### src/rtl/fetch_if.sv
// fetch_if -- bundle between the fetch stage and its environment
// (decode/debug side).
//
// Control and debug inputs into fetch:
//   debug, hz, branch_taken, branoff[7:0], dbg_we, dbg_addr[7:0],
//   dbg_wdata[31:0]
//
// Pipeline and status outputs from fetch:
//   IF_ID_ins[31:0], IF_ID_pres_adr[7:0], IF_ID_valid, pc[7:0],
//   stall_cnt[15:0], flush_cnt[15:0]
//
// Modports:
//   master -- the environment (decode, debugger, testbench)
//   slave  -- the fetch stage
interface fetch_if;
   logic        debug;
   logic        hz;
   logic        branch_taken;
   logic [7:0]  branoff;
   logic        dbg_we;
   logic [7:0]  dbg_addr;
   logic [31:0] dbg_wdata;
   logic [31:0] IF_ID_ins;
   logic [7:0]  IF_ID_pres_adr;
   logic        IF_ID_valid;
   logic [7:0]  pc;
   logic [15:0] stall_cnt;
   logic [15:0] flush_cnt;

   modport master (
      output debug, hz, branch_taken, branoff, dbg_we, dbg_addr, dbg_wdata,
      input  IF_ID_ins, IF_ID_pres_adr, IF_ID_valid, pc, stall_cnt, flush_cnt
   );

   modport slave (
      input  debug, hz, branch_taken, branoff, dbg_we, dbg_addr, dbg_wdata,
      output IF_ID_ins, IF_ID_pres_adr, IF_ID_valid, pc, stall_cnt, flush_cnt
   );
endinterface

### src/rtl/fetch_stage.sv
// fetch_stage -- instruction fetch stage with a 64x32 instruction memory.
//
// The memory has a combinational read, indexed by pc[7:2]. A debugger
// loads it while the pipeline is frozen (debug=1). Each rising edge does
// one of four things, in priority order:
//   1. debug        - freeze
//   2. hz           - stall
//   3. branch_taken - redirect, and insert a bubble
//   4. otherwise    - sequential fetch
//
// Ports:
//   clk  - system clock, rising edge
//   Rst  - asynchronous, active-high reset (the memory is not reset)
//   bus  - fetch_if.slave; see rtl/fetch_if.sv for the signal list
//
// Optional feature:
//   FETCH_PERF_CNT_EN - when defined, adds saturating stall/redirect
//   counters. When it is undefined, stall_cnt and flush_cnt are tied to
//   zero and no counter flops exist.
module fetch_stage (
   input  logic    clk,
   input  logic    Rst,
   fetch_if.slave  bus
);

   logic [31:0] imem [0:63];

   logic [7:0]  pc_q,        pc_d;
   logic [31:0] if_ins_q,    if_ins_d;
   logic [7:0]  if_adr_q,    if_adr_d;
   logic        if_valid_q,  if_valid_d;

   // Address bits below word granularity are don't-care by design.
   logic unused_bits_s;
   assign unused_bits_s = ^{bus.dbg_addr[1:0], bus.branoff[1:0]};

   // Debug write port. The memory is deliberately not reset, so its
   // contents survive Rst.
   always_ff @(posedge clk) begin
      if (bus.debug && bus.dbg_we) begin
         imem[bus.dbg_addr[7:2]] <= bus.dbg_wdata;
      end
   end

   // Next-state selection for the PC and the IF/ID registers.
   always_comb begin
      pc_d       = pc_q;
      if_ins_d   = if_ins_q;
      if_adr_d   = if_adr_q;
      if_valid_d = if_valid_q;
      if (bus.debug) begin
         pc_d = pc_q;
      end else if (bus.hz) begin
         // A redirect arriving during a hazard is dropped here.
         // Decode re-asserts it once the hazard clears.
         pc_d = pc_q;
      end else if (bus.branch_taken) begin
         pc_d       = {bus.branoff[7:2], 2'b00};
         if_ins_d   = 32'h0000_0000;
         if_adr_d   = pc_q;
         if_valid_d = 1'b0;
      end else begin
         pc_d       = pc_q + 8'd4;
         if_ins_d   = imem[pc_q[7:2]];
         if_adr_d   = pc_q;
         if_valid_d = 1'b1;
      end
   end

   // Pipeline state registers.
   always_ff @(posedge clk or posedge Rst) begin
      if (Rst) begin
         pc_q       <= 8'h00;
         if_ins_q   <= 32'h0000_0000;
         if_adr_q   <= 8'h00;
         if_valid_q <= 1'b0;
      end else begin
         pc_q       <= pc_d;
         if_ins_q   <= if_ins_d;
         if_adr_q   <= if_adr_d;
         if_valid_q <= if_valid_d;
      end
   end

   assign bus.pc             = pc_q;
   assign bus.IF_ID_ins      = if_ins_q;
   assign bus.IF_ID_pres_adr = if_adr_q;
   assign bus.IF_ID_valid    = if_valid_q;

`ifdef FETCH_PERF_CNT_EN
   logic [15:0] stall_cnt_q, stall_cnt_d;
   logic [15:0] flush_cnt_q, flush_cnt_d;

   // Saturating counters for hazard stalls and redirects taken.
   always_comb begin
      stall_cnt_d = stall_cnt_q;
      flush_cnt_d = flush_cnt_q;
      if (!bus.debug && bus.hz) begin
         if (stall_cnt_q != 16'hFFFF) begin
            stall_cnt_d = stall_cnt_q + 16'd1;
         end else begin
            stall_cnt_d = stall_cnt_q;
         end
      end else if (!bus.debug && bus.branch_taken) begin
         if (flush_cnt_q != 16'hFFFF) begin
            flush_cnt_d = flush_cnt_q + 16'd1;
         end else begin
            flush_cnt_d = flush_cnt_q;
         end
      end else begin
         stall_cnt_d = stall_cnt_q;
      end
   end

   // Counter registers.
   always_ff @(posedge clk or posedge Rst) begin
      if (Rst) begin
         stall_cnt_q <= 16'h0000;
         flush_cnt_q <= 16'h0000;
      end else begin
         stall_cnt_q <= stall_cnt_d;
         flush_cnt_q <= flush_cnt_d;
      end
   end

   assign bus.stall_cnt = stall_cnt_q;
   assign bus.flush_cnt = flush_cnt_q;
`else
   assign bus.stall_cnt = 16'h0000;
   assign bus.flush_cnt = 16'h0000;
`endif

endmodule

### src/flat_wrapper.sv
// flat-port wrapper written by rule: the top's interface ports become plain ports
module fetch_stage_flat 
  (clk, Rst, bus_debug, bus_hz, bus_branch_taken, bus_branoff, bus_dbg_we, bus_dbg_addr, bus_dbg_wdata, bus_IF_ID_ins, bus_IF_ID_pres_adr, bus_IF_ID_valid, bus_pc, bus_stall_cnt, bus_flush_cnt);
  fetch_if bus_i ();
  input  logic clk;
  input  logic Rst;
  input wire logic [$bits(bus_i.debug)-1:0] bus_debug;
  input wire logic [$bits(bus_i.hz)-1:0] bus_hz;
  input wire logic [$bits(bus_i.branch_taken)-1:0] bus_branch_taken;
  input wire logic [$bits(bus_i.branoff)-1:0] bus_branoff;
  input wire logic [$bits(bus_i.dbg_we)-1:0] bus_dbg_we;
  input wire logic [$bits(bus_i.dbg_addr)-1:0] bus_dbg_addr;
  input wire logic [$bits(bus_i.dbg_wdata)-1:0] bus_dbg_wdata;
  output wire logic [$bits(bus_i.IF_ID_ins)-1:0] bus_IF_ID_ins;
  output wire logic [$bits(bus_i.IF_ID_pres_adr)-1:0] bus_IF_ID_pres_adr;
  output wire logic [$bits(bus_i.IF_ID_valid)-1:0] bus_IF_ID_valid;
  output wire logic [$bits(bus_i.pc)-1:0] bus_pc;
  output wire logic [$bits(bus_i.stall_cnt)-1:0] bus_stall_cnt;
  output wire logic [$bits(bus_i.flush_cnt)-1:0] bus_flush_cnt;
  assign bus_i.debug = bus_debug;
  assign bus_i.hz = bus_hz;
  assign bus_i.branch_taken = bus_branch_taken;
  assign bus_i.branoff = bus_branoff;
  assign bus_i.dbg_we = bus_dbg_we;
  assign bus_i.dbg_addr = bus_dbg_addr;
  assign bus_i.dbg_wdata = bus_dbg_wdata;
  assign bus_IF_ID_ins = bus_i.IF_ID_ins;
  assign bus_IF_ID_pres_adr = bus_i.IF_ID_pres_adr;
  assign bus_IF_ID_valid = bus_i.IF_ID_valid;
  assign bus_pc = bus_i.pc;
  assign bus_stall_cnt = bus_i.stall_cnt;
  assign bus_flush_cnt = bus_i.flush_cnt;
  fetch_stage u_core (.clk(clk), .Rst(Rst), .bus(bus_i));
endmodule
### config.mk
export PLATFORM = sky130hd
export DESIGN_NAME = fetch_stage_flat
export DESIGN_NICKNAME = d
export VERILOG_FILES = /design/src/rtl/fetch_if.sv /design/src/rtl/fetch_stage.sv /design/src/flat_wrapper.sv
export SDC_FILE = /design/constraint.sdc
export NUM_CORES = 2
export LEC_CHECK = 0
export ABC_AREA = 0
export BUFFER_PORTS_ARGS = -buffer_cell sky130_fd_sc_hd__buf_2
export CAP_MARGIN = 20
export CORE_ASPECT_RATIO = 0.9
export CORE_MARGIN = 1
export CORE_UTILIZATION = 45
export CTS_BUF_LIST = sky130_fd_sc_hd__clkbuf_16
export DETAILED_ROUTE_END_ITERATION = 7
export GPL_ROUTABILITY_DRIVEN = 1
export HOLD_SLACK_MARGIN = 0.08
export RECOVER_POWER = 50
export SLEW_MARGIN = 25
export SYNTH_ARGS = -nofsm -noshare
export SYNTH_HDL_FRONTEND = slang
export SYNTH_SLANG_ARGS = --single-unit
### constraint.sdc
create_clock -name clk -period 4.6 [get_ports clk]
set_input_delay 0.23 -clock clk [delete_from_list [all_inputs] [get_ports clk]]
set_output_delay 0.23 -clock clk [all_outputs]
set_load 0.01 [all_outputs]
==> impl_metrics.toml <==
[drt]
drt_iter0_drc = 4958
drc = 0
ant_nets = 0
vias = 39200
first_pass_iters = 6
totalWireLength_mm = 213
drt-wirelength-per-cell_um = 32.7
vias_per_cell = 6.03

[synthesis]
syn_area_sq_um = 80500
synth_seq_cells = 2093
async_flop_share = 0.0215
synth_edf_count = 2048
syn_inst = 3622
synth.avg_cell_area_sq_um = 22.2
synth_ff_type = "edfxtp_1"
synth.distinct_cells = 64
yosysWarnings = 0
ys_seq_area_frac = 0.778

[setup_path]
worstPathMaxFanout = 36
crit_type = "reg2reg"
start_kind = "flop"
arrival_ns = 4.65
regToRegStartpoint = "u_core.bus.pc[4]$_DFFE_PP0P_"
reg2reg_depth = 9
crit_path_end_kind = "flop"
r2r_end = "u_core.bus.pc[7]$_DFFE_PP0P_"
rrSetupSlack_ns = 0.72
worstPathRequired_ns = 5.37

[job]
maxCapViolations = 34

[clock_network]
cts_tree = "done"
cts_buffers = 203
clk_path_buf_depth = 3
cts_sinks = 2093
cts_root_buf = "clkbuf_16"
clkLatencyLatePin_ns = 0.84
htree_levels = 4
post_cts_resize_count = 0
path_clk_slew_ns = 0.06

[layout]
layout-drive-gt1-share = 0.263
ff_latch_area_sq_um = 62600
final_cell_mix = "edfxtp_1, mux4_2, clkbuf_16"
areaGrowthSynthToFinish_pct = 13.9
final_nets = 4019
fillCellCount = 13900
multiInputGateArea_sq_um = 16900
fin_area_sq_um = 91600
final_common_cell = "edfxtp_1"

[floorplanning]
die_w_um = 448
rows = 146
die_h_um = 403
design.core.area_sq_um = 177000
io_pins = 135
die-area_sq_um = 181000
initial_core_util = 0.455

[outcome]
status = "finished, violations left"
violations = "capacitance limit, slew limit"

[grt]
antenna_found_initial = 7
grt_pass1_vias = 39300
overflow = 0
grt_pass1_wl_mm = 299
grt_max_degree = 91
grt_usage = 0.237

[timing]
max_clock_freq_mhz = 258
tightest_slew_ns = 3.21
drv_slew = 2076
maxSlewHeadroom = -1.14
clock_skew_ns = 0.0434
worst_slack_ns = 0.720
setup_viol = 0
final-hold-violation-count = 0
finalCritPeriodShare = 0.844
rsz0062_at_grt = "false"
fin_crit_ns = 3.88
finalSetupTns_ns = 0

[min_path]
hold_path_class = "in2reg"
min-delay-start = "bus_debug"
hold_depth = 4
hold_end = "u_core.bus.IF_ID_pres_adr[2]$_DFFE_PP0P_"

[power_and_ir_drop]
ir_drop_uv = 379
power_density_nw_per_um2 = 470
p_leak_nw = 28.9

[placed_design]
pre_cts_ws_ns = 1.02
portBuffers = 94
gp_congestion = 0.770
dp.final_hpwl_mm = 121
post_dp_cell_area_sq_um = 84900
cell type report:
cell class,count,share of cell area
antenna,3,0.0000819
clock buffer,207,0.0565
clock inverter,164,0.0122
inverter,3,0.000123
multi-input combinational,1323,0.185
sequential,2093,0.684
tap,2368,0.0323
timing repair buffer,340,0.0304
how the worst max path moves through the flow:
stage	endpoint	slack (ns)	from
final	u_core.bus.pc[7]$_DFFE_PP0P_	0.72	u_core.bus.pc[4]$_DFFE_PP0P_
after global placement	u_core.bus.IF_ID_ins[31]$_DFFE_PP0P_	1.04	u_core.bus.pc[2]$_DFFE_PP0P_
after floorplan	u_core.imem[10][0]$_DFFE_PP_	1.76	bus_dbg_addr[5]
after global routing	u_core.bus.pc[7]$_DFFE_PP0P_	0.63	u_core.bus.pc[4]$_DFFE_PP0P_
after detailed placement	u_core.bus.IF_ID_ins[31]$_DFFE_PP0P_	1.02	u_core.bus.pc[2]$_DFFE_PP0P_
after CTS	u_core.bus.pc[7]$_DFFE_PP0P_	0.78	u_core.bus.pc[4]$_DFFE_PP0P_
synth_stat cells (6+ instances only):
cell | instances | area share
clkbuf_1 | 66 | 0.0031
nand2_1 | 102 | 0.0048
o311ai_1 | 7 | 0.00076
nor2_1 | 131 | 0.0061
buf_2 | 55 | 0.0034
a21oi_1 | 22 | 0.0014
o22a_1 | 7 | 0.00076
buf_4 | 77 | 0.0072
a211oi_1 | 9 | 0.00084
o2111ai_1 | 8 | 0.00087
nand3_1 | 21 | 0.0013
edfxtp_1 | 2048 | 0.76
nand2b_1 | 7 | 0.00054
a22oi_1 | 27 | 0.0025
a211o_1 | 12 | 0.0013
mux2i_1 | 203 | 0.025
o221ai_1 | 22 | 0.0024
dfrtp_1 | 45 | 0.014
o21ai_0 | 41 | 0.0025
nor3_1 | 6 | 0.00037
nand3b_1 | 7 | 0.00065
o22ai_1 | 55 | 0.0043
a221oi_1 | 18 | 0.0020
mux2_2 | 13 | 0.0018
buf_6 | 28 | 0.0039
mux4_2 | 471 | 0.13
a22o_1 | 8 | 0.00087
o211ai_1 | 16 | 0.0015
a2111oi_0 | 13 | 0.0014
metal layers:
layer | track usage | wire length, um
met1 | 0.337 | 87300
met2 | 0.369 | 101000
met3 | 0.0579 | 19100
met4 | 0.0635 | 5110
met5 | 0 | 12
worst max-delay path, cell delays in order, from the launching register on:
cell and delay (ns):
dfrtp_4 0.77, buf_4 0.61, and2_1 0.44, buf_4 0.34, nand2_1 0.09, nor2_1 0.15
a22oi_1 0.08, dlygate4sd3_1 0.57, o2bb2ai_1 0.15, dlygate4sd3_1 0.57
cells by family after synthesis:
group | count (synthesis) | share of synthesized area
muxes | 689 | 0.160
and+or+nand+nor | 302 | 0.0161
DFF | 2093 | 0.778
buffers and inverters | 241 | 0.0195
other | 1 | 0.0000466
adders and majority gates | 1 | 0.000155
AOI/OAI and AO/OA | 295 | 0.0266
stage by stage:
| stage | cells | total power [mW] | utilization | hold WS (ns) |
|---|---|---|---|---|
| 6_report | 6501 | 43.0 | 0.518 | 0.265 |
| 5_1_grt | 6499 | 44.3 | 0.518 | 0.248 |
| 3_5_place_dp | 6074 | 27.5 | 0.480 | 0.315 |
| 4_1_cts | 6479 | 43.3 | 0.518 | 0.126 |
| 3_3_place_gp | 6071 | 27.5 | 0.480 | 0.312 |
| 2_1_floorplan | 3657 | 25.4 | - | 0.329 |
flip-flops by register name (all words and copies together), names as in the netlist:
register,cells
u_core.bus.IF_ID_ins,32
u_core.bus.IF_ID_pres_adr,6
u_core.bus.IF_ID_valid,1
u_core.bus.pc,6
u_core.imem,2048
where the power goes:
part | switching (mW) | internal (mW)
registers | 0.321 | 21.1
clock network | 7.07 | 8.80
logic | 3.26 | 2.45
timing repair:
| action | CTS | global route |
|---|---|---|
| hold endpoints to repair | 689 | 1216 |
| buffers inserted | 0 | 0 |
| hold buffers | 34 | 19 |
No activity file was read; power rests on OpenSTA's default activity.
